===== src/rtl/slot_mixer_pkg.sv =====
// slot_mixer_pkg: shared frame geometry, rhythm slot numbers and FSM states for the slot mixer.
package slot_mixer_pkg;
  localparam int FRAME_LEN = 72;
  localparam int LAST_SLOT = 17;
  localparam int SAMPLE_STAGE = 3;
  localparam int MELODY_RHYTHM_LAST = 11;
  localparam int BD = 13;
  localparam int HH = 14;
  localparam int SD = 15;
  localparam int TOM = 16;
  localparam int CYM = 17;
  localparam logic [0:0] HUNT = 1'b0;
  localparam logic [0:0] RUN = 1'b1;
endpackage


===== src/rtl/slot_route.sv =====
// slot_route: decodes (slot, stage, rhythm) into melody/rhythm accumulator selects.
module slot_route
  import slot_mixer_pkg::*;
(
  input  logic [4:0] slot,
  input  logic [1:0] stage,
  input  logic       rhythm,
  output logic       to_melody,
  output logic       to_rhythm
);
  logic sample;
  assign sample = stage == 2'(SAMPLE_STAGE);
  always_comb begin
    to_melody = sample && slot[0] && slot <= (rhythm ? 5'(MELODY_RHYTHM_LAST) : 5'(LAST_SLOT));
    to_rhythm = sample && rhythm && slot >= 5'(BD) && slot <= 5'(CYM);
  end
endmodule


===== src/rtl/slot_mixer.sv =====
// slot_mixer: accumulates per-slot operator outputs into melody/rhythm frame sums,
// tracking the slot/stage sequence and dropping to HUNT on any violation.
module slot_mixer
  import slot_mixer_pkg::*;
#(
  parameter int OPW = 10,
  parameter int ACW = 14
) (
  input  logic                  clk,
  input  logic                  reset_n,
  input  logic                  clkena,
  input  logic [4:0]            slot,
  input  logic [1:0]            stage,
  input  logic signed [OPW-1:0] op_out,
  input  logic                  rhythm,
  output logic signed [ACW-1:0] melody_out,
  output logic signed [ACW-1:0] rhythm_out,
  output logic signed [15:0]    mix_out,
  output logic                  sample_valid,
  output logic                  seq_err
);
  logic [0:0] state;
  logic [6:0] exp_pos;
  logic [6:0] pos;
  logic signed [ACW-1:0] mel_acc, rhy_acc, ext, mel_nxt, rhy_nxt;
  logic signed [15:0] mix_nxt;
  logic to_mel, to_rhy, last;
  slot_route u_route (
    .slot      (slot),
    .stage     (stage),
    .rhythm    (rhythm),
    .to_melody (to_mel),
    .to_rhythm (to_rhy)
  );
  // exp_pos never exceeds 71, so slot>17 can never match it
  assign pos = {slot, stage};
  assign last = exp_pos == 7'(FRAME_LEN - 1);
  assign ext = {{(ACW-OPW){op_out[OPW-1]}}, op_out};
  assign mel_nxt = mel_acc + (to_mel ? ext : '0);
  assign rhy_nxt = rhy_acc + (to_rhy ? ext : '0);
  assign mix_nxt = 16'(mel_nxt) + 16'(rhy_nxt) + 16'(rhy_nxt);
  always_ff @(posedge clk or negedge reset_n) begin
    if (!reset_n) begin
      state <= HUNT;
      exp_pos <= '0;
      mel_acc <= '0;
      rhy_acc <= '0;
      melody_out <= '0;
      rhythm_out <= '0;
      mix_out <= '0;
      sample_valid <= 1'b0;
      seq_err <= 1'b0;
    end else begin
      sample_valid <= 1'b0;
      if (clkena) begin
        if (state == HUNT) begin
          if (pos == '0) begin
            state <= RUN;
            exp_pos <= 7'd1;
          end
        end else if (pos == exp_pos) begin
          if (last) begin
            melody_out <= mel_nxt;
            rhythm_out <= rhy_nxt;
            mix_out <= mix_nxt;
            sample_valid <= 1'b1;
            mel_acc <= '0;
            rhy_acc <= '0;
            exp_pos <= '0;
          end else begin
            mel_acc <= mel_nxt;
            rhy_acc <= rhy_nxt;
            exp_pos <= exp_pos + 7'd1;
          end
        end else begin
          seq_err <= 1'b1;
          mel_acc <= '0;
          rhy_acc <= '0;
          state <= HUNT;
          exp_pos <= '0;
        end
      end
    end
  end
endmodule


===== config.mk =====
export PLATFORM = sky130hd
export DESIGN_NAME = slot_mixer
export DESIGN_NICKNAME = d
export VERILOG_FILES = /design/src/rtl/slot_mixer_pkg.sv /design/src/rtl/slot_route.sv /design/src/rtl/slot_mixer.sv
export SDC_FILE = /design/constraint.sdc
export NUM_CORES = 1
export LEC_CHECK = 0
export ABC_AREA = 1
export CORE_ASPECT_RATIO = 1.25
export CORE_MARGIN = 8
export CORE_UTILIZATION = 35
export DETAILED_ROUTE_END_ITERATION = 16
export GPL_TIMING_DRIVEN = 0
export SLEW_MARGIN = 15
export SYNTH_ARGS = -nofsm -noshare
export SYNTH_HDL_FRONTEND = slang
export SYNTH_HIERARCHICAL = 1
export SYNTH_SLANG_ARGS = --single-unit

===== constraint.sdc =====
create_clock -name clk -period 4.3 [get_ports clk]
set_clock_uncertainty 0.1 [all_clocks]
set_input_delay 0.86 -clock clk [delete_from_list [all_inputs] [get_ports clk]]
set_output_delay 0.86 -clock clk [all_outputs]
set_load 0.005 [all_outputs]

## After elaboration in Yosys (flattened, before gate mapping)

Cells that the tools add are included.

| word-level totals | value |
|---|---|
| memories | 0 |
| register bits | 82 |
| latch bits | 0 |
| ROM bits | 0 |
| input bits | 21 |
| RAM bits | 0 |
| output and inout port bits | 46 |

| operators by class | value |
|---|---|
| add/subtract/negate cells | 5 |
| multiplexer cells | 18 |
| shifts and indexed selects | 0 |
| reductions and logical operators | 11 |
| div/mod/pow operators | 0 |
| magnitude comparators | 3 |
| bitwise gates (word level) | 1 |
| $mul | 0 |
| equal/unequal tests | 3 |

Operators with widths:

| operator | number |
|---|---|
| 14-bit two-way mux | 6 |
| 14-bit adder | 2 |
| 7-bit two-way mux | 4 |
| 15-bit by 14-bit adder with 16-bit output | 1 |
| 14-bit by 14-bit adder with 15-bit output | 1 |
| 7-bit by 1-bit adder with 7-bit output, second input constant | 1 |
| 7-bit equality test | 1 |
| 7-bit equality test, second input constant | 1 |
| 7-bit logical NOT | 1 |
| 1-bit two-way mux | 7 |
| 5-bit by 4-bit >= comparator with 1-bit output, second input constant | 1 |
| 5-bit less-or-equal comparator | 1 |
| 5-bit less-or-equal comparator, second input constant | 1 |
| 1-bit logical AND | 5 |
| 5-bit two-way mux | 1 |
| 2-bit AND reduction | 2 |
| 4-bit AND reduction | 1 |
| 3-bit AND reduction | 1 |
| 2-bit equality test, second input constant | 1 |
| 2-bit nonzero test | 1 |
| 1-bit inverter | 1 |

## Longest topological paths before layout

Gate-level depths: netlist of the first run.

| depth | value |
|---|---|
| depth in word-level cells | 8 |
| gate-level depth with buffers | 29 |
| depth with buffers taken out | 28 |

## Cells and area by module

Netlist of the first run, hierarchy kept.

Modules (own cells, without submodules):

| module | cells an instance | area each (um^2) | seq. area each (um^2) | instances |
|---|---|---|---|---|
| slot_mixer | 808 | 5,791.8 | 2,026.9 | 1 |
| slot_route | 23 | 136.4 | 0.0 | 1 |

## Least setup slack after synthesis of the first run

OpenSTA, ideal clock, no wires.

| timing | value |
|---|---|
| path kind | input to register |
| start | in rhythm |
| end | reg mix_out[15] |
| buffers on the path | 1 |
| arrival time | 4.015 ns |
| slack | 0.067 ns |
| stages | 28 |
| library setup time | 0.117 ns |
| cells stage by stage | inv_1 > ha_1 > nand2_1 > inv_1 > nand2_1 > nand2_1 > a21oi_2 > buf_2 > nand2_1 > inv_1 > ha_1 > fa_1 > nand3_1 > nand3_2 > nand2_1 > nand2_1 > xor2_1 > ha_1 > a21oi_1 > nor2_1 > a211oi_1 > o21ai_0 > nand3_2 > nand2_2 > nand2_1 > nand3_1 > nand3_1 > nand2_1 |

| on the way | value |
|---|---|
| longest elaborated chain between the ends | 7 |
| elaborated cells between the ends (all ways) | 12 |
| those cells by class | add/sub: 4; order compare: 1; mux: 3; reduce/logical: 4 |

Ends and longest elaborated chain:

| element | RTL line | RTL |
|---|---|---|
| start, declared | slot_mixer.sv:15 | `input logic rhythm,` |
| 5-bit two-way mux | slot_route.sv:14 | `to_melody = sample && slot[0] && slot <= (rhythm ? 5'(MELODY_RHYTHM_LAST) : 5'(LAST_SLOT));` |
| 5-bit less-or-equal comparator | slot_route.sv:14 |  |
| 1-bit logical AND | slot_route.sv:14 |  |
| net to_mel | slot_mixer.sv:27 | `logic to_mel, to_rhy, last;` |
| 14-bit two-way mux | slot_mixer.sv:39 | `assign mel_nxt = mel_acc + (to_mel ? ext : '0);` |
| 14-bit adder | slot_mixer.sv:39 |  |
| net mel_nxt[6] | slot_mixer.sv:25 | `logic signed [ACW-1:0] mel_acc, rhy_acc, ext, mel_nxt, rhy_nxt;` |
| 14-bit by 14-bit adder with 15-bit output | slot_mixer.sv:41 | `assign mix_nxt = 16'(mel_nxt) + 16'(rhy_nxt) + 16'(rhy_nxt);` |
| 15-bit by 14-bit adder with 16-bit output | slot_mixer.sv:41 |  |
| end signal, assigned | slot_mixer.sv:65 | `mix_out <= mix_nxt;` |
| end, declared | slot_mixer.sv:18 | `output logic signed [15:0] mix_out,` |

The timed path passes the listed nets, and every way through them passes these cells.
A chain may end at the register's enable or synchronous reset.

## Worst setup path in the final report of the first run

| timing | value |
|---|---|
| start | in slot[4] |
| end | reg mix_out[10] |

| on the way | value |
|---|---|
| elaborated cells between the ends (all ways) | 14 |
| those cells by class | add/sub: 4; order compare: 3; eq/ne: 1; mux: 2; reduce/logical: 4 |

RTL lines:

| element | RTL line | RTL |
|---|---|---|
| start, declared | slot_mixer.sv:12 | `input logic [4:0] slot,` |
| 5-bit less-or-equal comparator | slot_route.sv:14 |  |
| 1-bit logical AND | slot_route.sv:14 |  |
| net to_mel | slot_mixer.sv:27 |  |
| 14-bit two-way mux | slot_mixer.sv:39 |  |
| 14-bit adder | slot_mixer.sv:39 |  |
| net mel_nxt[4] | slot_mixer.sv:25 |  |
| 14-bit by 14-bit adder with 15-bit output | slot_mixer.sv:41 |  |
| 15-bit by 14-bit adder with 16-bit output | slot_mixer.sv:41 |  |

The timed path passes the listed nets, and every way through them passes these cells.

==> flow_metrics.py, run 1 <==
metrics = {
    "logic_synthesis": {
        "syn_avg_cell_area_um2": 7.13,
        "post-synth-top-area-cell": "dfrtp_1",
        "syn_inst": 831,
        "synth-seq-cells": 81,
        "postSynth.asyncResetShare": 1.00,
        "synthesis.area_um2": 5930,
        "synth_nets": 899,
        "yosysUniqueCellTypes": 40,
        "synth_warnings": 6,
        "seq_area_frac_synth": 0.342,
        "synth.area.top_cells": "dfrtp_1 34%, nand2_1 18%, ha_1 9.3%",
        "synth-main-ff-cell": "dfrtp_1",
        "synth_top_area_frac": 0.342,
        "synth_edf_count": 0,
    },
    "finish": {
        "n_antenna_cell": 0,
        "syn_to_final_growth_pct": 28.3,
        "final_cell_mix": "275 x nand2_1, 112 x inv_1, 81 x dfrtp_1, 57 x clkdlybuf4s50_1, 46 x nand3_1",
        "final_common_cell": "nand2_1",
        "final_nets": 994,
        "nFillCells": 1697,
        "stdcell_count": 1151,
        "drive_gt1_frac": 0.147,
    },
    "grt": {
        "grt_start_max_net_pins": 48,
        "grt-ovfl-total": 0,
        "grt_pass1_wl_um": 27800,
        "antenna_found_initial": 0,
        "grt.total_usage": 0.162,
        "first_global_vias": 5664,
    },
    "route": {
        "drc_errors": 0,
        "routed_wl_um": 17100,
        "drt-initial-drc-count": 257,
        "postRouteAntennaNets": 0,
        "vias": 5555,
        "wl_per_cell_um": 14.8,
        "firstDrtPassIters": 4,
        "vias_per_cell": 4.83,
    },
    "pwr": {
        "power_density_nw_per_um2": 232,
        "ir_worst_vdd_uv": 172,
        "p_leak_uw": 0.00394,
    },
    "timing": {
        "period_share": 0.959,
        "setup_tns_ps": 0,
        "final.min_clock_period_ps": 4120,
        "layout_setup_ws_ps": 178,
        "fmax_mhz": 243,
        "maxSlewHeadroom": 0.543,
        "whs_ps": 379,
        "setup_viol": 0,
        "final_hold_viol_count": 0,
        "worst_pin_slew_ps": 682,
        "maxSlewViolCount": 0,
    },
    "setup_path": {
        "cp.required_ps": 4420,
        "crit_type": "in2reg",
        "worst_setup_path_end_kind": "register",
        "arrival_ps": 4250,
        "critPathLaunchType": "input pin",
        "crit_fanout": 10,
    },
    "clock_tree": {
        "h-tree-depth": 3,
        "clockRootBuffer": "clkbuf_16",
        "clock_latency_ps": 350,
        "cts_made_buffers": 9,
        "clk_transition_reported_paths_ps": 60,
        "cts_tree": "yes",
        "clockBufferDepth": 2,
        "cts_sinks": 81,
    },
    "floorplan": {
        "coreArea_um2": 16700,
        "placementRows": 53,
        "fp.dieArea_um2": 21400,
        "die_h_um": 162,
        "initial_core_util": 0.355,
        "die_w_um": 132,
        "io_pins": 67,
    },
    "placed_design": {
        "dp_slack_ps": -1130,
        "place.gp.congestion": 0.921,
        "dpl.hpwl_um": 13400,
        "placedCellCount": 1118,
        "port-buffer-count": 66,
    },
    "run_status": {
        "outcome": "completed",
    },
    "flow_run": {
        "maxCapViolCount": 0,
    },
    "min_path": {
        "min_path_type": "reg2reg",
    },
}
==> cells in the mapped netlist (2+ instances only) <==
master / count
inv_2: 4
o21bai_1: 3
nand2_1: 280
a21oi_1: 32
ha_1: 44
buf_6: 4
fa_1: 3
nand4_1: 13
nand3_1: 50
nand2_2: 18
nor4_1: 2
nand3b_1: 3
xnor2_1: 7
nor2_2: 6
xor2_1: 28
or2_2: 2
a21oi_2: 3
nor3_1: 2
nand3_2: 6
clkbuf_1: 8
dfrtp_1: 81
o21ai_0: 35
o21ai_1: 34
and2_1: 3
buf_2: 3
nor2_1: 30
inv_1: 114
==> per-layer routing <==
metal,part of all wire,vias to the layer above,global-route usage
met2,0.51,84,0.289
met5,0,-,0
met3,0.030,23,0.0280
met4,0.029,0,0.0662
li1,-,2834,-
met1,0.43,2614,0.188
==> cell families (layout without fill, tap and decap cells) <==
logic type               after synthesis  count (layout)  share of synthesized area
AND/OR/NAND/NOR                      421             421                      0.312
buffers and inverters                135             235                     0.0918
AO/OA/AOI/OAI                        112             112                     0.0996
flip-flops                            81              81                      0.342
adder cells (fa/ha/maj)               47              47                      0.103
XOR/XNOR                              35              35                     0.0517
==> stage by stage <==
| stage | power (µW) | area [µm²] | utilization |
|---|---|---|---|
| global placement | 954 | 6860 | 0.411 |
| floorplan | 880 | 5930 | - |
| CTS | 1780 | 7360 | 0.440 |
| detailed placement | 957 | 6880 | 0.412 |
| finish | 1760 | 7610 | 0.455 |
| global route | 1830 | 7610 | 0.455 |
==> power by group <==
group | switching (µW) | internal [µW] | leakage [µW]
clock | 327 | 484 | 0.000152
sequential | 11.9 | 777 | 0.00112
combinational | 97.0 | 66.3 | 0.00266
==> registers in the layout, indices dropped and copies added, names as in the netlist <==
signal and flops:
exp_pos 7, rhy_acc 14, rhythm_out 14, melody_out 14, sample_valid 1, mix_out 15, seq_err 1, mel_acc 14
state 1
==> layout make-up <==
| type | instances | area, µm² | area share |
|---|---|---|---|
| repair buffers | 85 | 811 | 0.107 |
| clock buffers | 11 | 253 | 0.0332 |
| multi-input cells | 615 | 3630 | 0.477 |
| plain buffers | 15 | 103 | 0.0135 |
| well taps | 220 | 275 | 0.0362 |
| inverters | 119 | 447 | 0.0587 |
| clock inverters | 5 | 63.8 | 0.00839 |
| flip-flops and latches | 81 | 2030 | 0.266 |
==> critical path, stage by stage <==
cell      delay (ps)
buf_2            150
ha_4             270
nand2_1           50
inv_1             60
nand2_1           60
nand2_2           80
a21oi_4           60
buf_12           140
nand2_1           50
inv_1             60
ha_4             180
fa_2             380
nand3_2          110
nand3_4           90
buf_4            150
xor2_2           150
ha_1             330
buf_4            160
nand4_1           90
o211ai_1         160
nand3_2          120
nand2_2           70
buf_4            140
xnor2_1          170
o21ai_1           80
==> timing repair <==
action                                  in CTS  in global routing
pin swaps                                    7                 15
endpoints found under the setup margin      11                 10
hold buffers                                 0                  0
cloned                                       0                  0
setup buffers                                8                 10
resized for setup                           28                 51
==> path summary, 6_finish.rpt <==
path,end,startpoint,slack (ps),depth (start not counted)
max,mix_out[10],slot[4],180,25
min,seq_err,seq_err,380,1
max reg2reg,mix_out[10],mel_acc[0],1250,15
min reg2reg,seq_err,seq_err,380,1
max in group asynchronous,mel_acc[10],reset_n,3050,2
min in group asynchronous,exp_pos[2],reset_n,410,1
Note: power is estimated with default switching activity, not from simulation.
==> run 2: changes to the inputs <==
CAP_MARGIN = 20   (was unset)
==> results of run 2 <==
The final DEF is identical to that of run 1; final timing and power are the same.
==> run 3: changes to the inputs <==
CTS_BUF_LIST = sky130_fd_sc_hd__clkbuf_16   (was unset)
SLEW_MARGIN = 20   (was 15)
==> run 3 against run 2 <==
Fmax hardly changed; global-route usage hardly changed; power is 2.3% lower; utilization is 0.12 points lower; die area stayed put; critical path depth stayed put; combinational power hardly changed; register-to-register slack hardly changed; via count hardly changed; critical endpoint unchanged; largest power group is now sequential cells.
==> flow_metrics.py, run 3 (synthesis gave the netlist of run 1 again) <==
metrics = {
    "placed_design": {
        "dpl_cell_area_um2": 6880,
        "dpl.hpwl_um": 13400,
        "port-buffer-count": 66,
        "placedCellCount": 1118,
        "place.gp.congestion": 0.921,
    },
    "finish": {
        "final_cell_mix": "275 x nand2_1, 112 x inv_1, 81 x dfrtp_1, 57 x clkdlybuf4s50_1, 46 x nand3_1",
        "drive_gt1_frac": 0.145,
        "final_nets": 994,
        "nFillCells": 1703,
        "design_area_um2": 7590,
        "syn_to_final_growth_pct": 28.0,
        "stdcell_count": 1151,
        "top_register": "mix_out",
        "n_antenna_cell": 0,
        "final_common_cell": "nand2_1",
        "largest_register_ffs": 15,
        "final_util": 0.454,
    },
    "clock_tree": {
        "h-tree-depth": 3,
        "cts_made_buffers": 9,
        "hold_buffers": 0,
        "clockRootBuffer": "clkbuf_16",
        "cts_tree": "yes",
        "clockBufferDepth": 2,
        "clock_latency_ps": 350,
        "clk_transition_reported_paths_ps": 60,
        "cts_sinks": 81,
    },
    "pwr": {
        "ir_worst_vdd_uv": 172,
        "power_density_nw_per_um2": 227,
        "seqPwrFrac": 0.458,
        "p_sw_frac": 0.251,
        "p_leak_uw": 0.00393,
        "power_frac_comb": 0.095,
        "switchingPower_uw": 432,
        "intPower_uw": 1290,
        "power_frac_clock": 0.448,
    },
    "route": {
        "postRouteAntennaNets": 0,
        "wl_per_cell_um": 14.8,
        "drt-initial-drc-count": 257,
        "vias": 5559,
        "vias_per_cell": 4.83,
        "drc_errors": 0,
        "firstDrtPassIters": 4,
        "routed_wl_um": 17000,
    },
    "flow_run": {
        "maxCapViolCount": 0,
    },
    "setup_path": {
        "r2r_setup_slack_ps": 1240,
        "worst_setup_path_end_kind": "register",
        "r2r-start": "mel_acc[0]",
        "arrival_ps": 4250,
        "crit_type": "in2reg",
        "critPathLaunchType": "input pin",
        "cp.required_ps": 4420,
        "crit_fanout": 10,
        "r2r-end": "mix_out[10]",
        "rr_worst_depth": 15,
    },
    "run_status": {
        "outcome": "completed",
    },
    "grt": {
        "grt-ovfl-total": 0,
        "grtUsageMet1": 0.188,
        "grt.total_usage": 0.162,
        "top_usage_layer": "met2",
        "use_met2": 0.289,
        "grt_pass1_wl_um": 27800,
        "antenna_found_initial": 0,
        "first_global_vias": 5656,
        "grt_start_max_net_pins": 48,
        "grt_use_met3": 0.0280,
    },
    "floorplan": {
        "die_h_um": 162,
        "fp.dieArea_um2": 21400,
        "die_w_um": 132,
        "coreArea_um2": 16700,
        "io_pins": 67,
        "placementRows": 53,
        "initial_core_util": 0.355,
    },
    "min_path": {
        "hold_end": "seq_err",
        "min_path_type": "reg2reg",
        "min_path_cells": 1,
        "hp-start": "seq_err",
    },
    "timing": {
        "final.min_clock_period_ps": 4120,
        "maxSlewHeadroom": 0.543,
        "setup_viol": 0,
        "period_share": 0.959,
        "setup_tns_ps": 0,
        "worst_pin_slew_ps": 682,
        "fmax_mhz": 242,
        "whs_ps": 379,
        "final_hold_viol_count": 0,
        "maxSlewViolCount": 0,
    },
}
run 3: through the flow:
stage | total power (µW) | worst slack [ps]
3_5_place_dp | 957 | -1130
5_1_grt | 1800 | -34.1
3_3_place_gp | 954 | -1100
4_1_cts | 1740 | 22.9
2_1_floorplan | 880 | 67.3
6_report | 1720 | 176
run 3: final cells by class:
class | count | area (µm²) | share of cell area
multi-input combinational | 615 | 3630 | 0.478
sequential | 81 | 2030 | 0.267
timing repair buffer | 85 | 811 | 0.107
inverter | 119 | 447 | 0.0589
tap | 220 | 275 | 0.0363
clock buffer | 9 | 225 | 0.0297
buffer | 15 | 103 | 0.0135
clock inverter | 7 | 71.3 | 0.00940
run 3: critical path: stages:
cell and delay (ps):
buf_2 150, ha_4 270, nand2_1 50, inv_1 60, nand2_1 60, nand2_2 80
a21oi_4 60, buf_12 140, nand2_1 50, inv_1 60, ha_4 180, fa_2 380
nand3_2 110, nand3_4 90, buf_4 150, xor2_2 150, ha_1 330, buf_4 160
nand4_1 90, o211ai_1 160, nand3_2 120, nand2_2 80, buf_4 140, xnor2_1 170
o21ai_1 80
run 3: power by group through the flow:
| stage | Combinational (µW) | Clock, µW | Sequential, µW |
|---|---|---|---|
| 6_report | 163 | 772 | 789 |
| 3_3_place_gp | 151 | 0 | 803 |
| 3_5_place_dp | 154 | 0 | 803 |
| 2_1_floorplan | 79.0 | 0 | 801 |
| 5_1_grt | 184 | 822 | 791 |
| 4_1_cts | 157 | 797 | 788 |
run 3: layer usage:
metal / part of all wire / vias to the layer above
li1: - / 2836
met1: 0.43 / 2617
met2: 0.51 / 83
met3: 0.028 / 23
met4: 0.028 / 0
met5: 0 / -
run 3: worst max path at each step:
| stage | startpoint | slack (ps) | depth (start not counted) | to |
|---|---|---|---|---|
| floorplan | rhythm | 70 | 28 | mix_out[15] |
| global placement | slot[4] | -1100 | 26 | mix_out[15] |
| detailed placement | slot[4] | -1130 | 27 | mix_out[15] |
| CTS | slot[3] | 20 | 28 | mix_out[15] |
| global route | rhythm | -30 | 29 | mix_out[15] |
| finish | slot[4] | 180 | 25 | mix_out[10] |
run 3: what timing repair did:
item                                    4_1_cts  5_1_grt
setup buffers                                 8       10
hold endpoints to repair                      0        0
resized for setup                            28       51
endpoints found under the setup margin       11       10
pin swaps                                     7       15
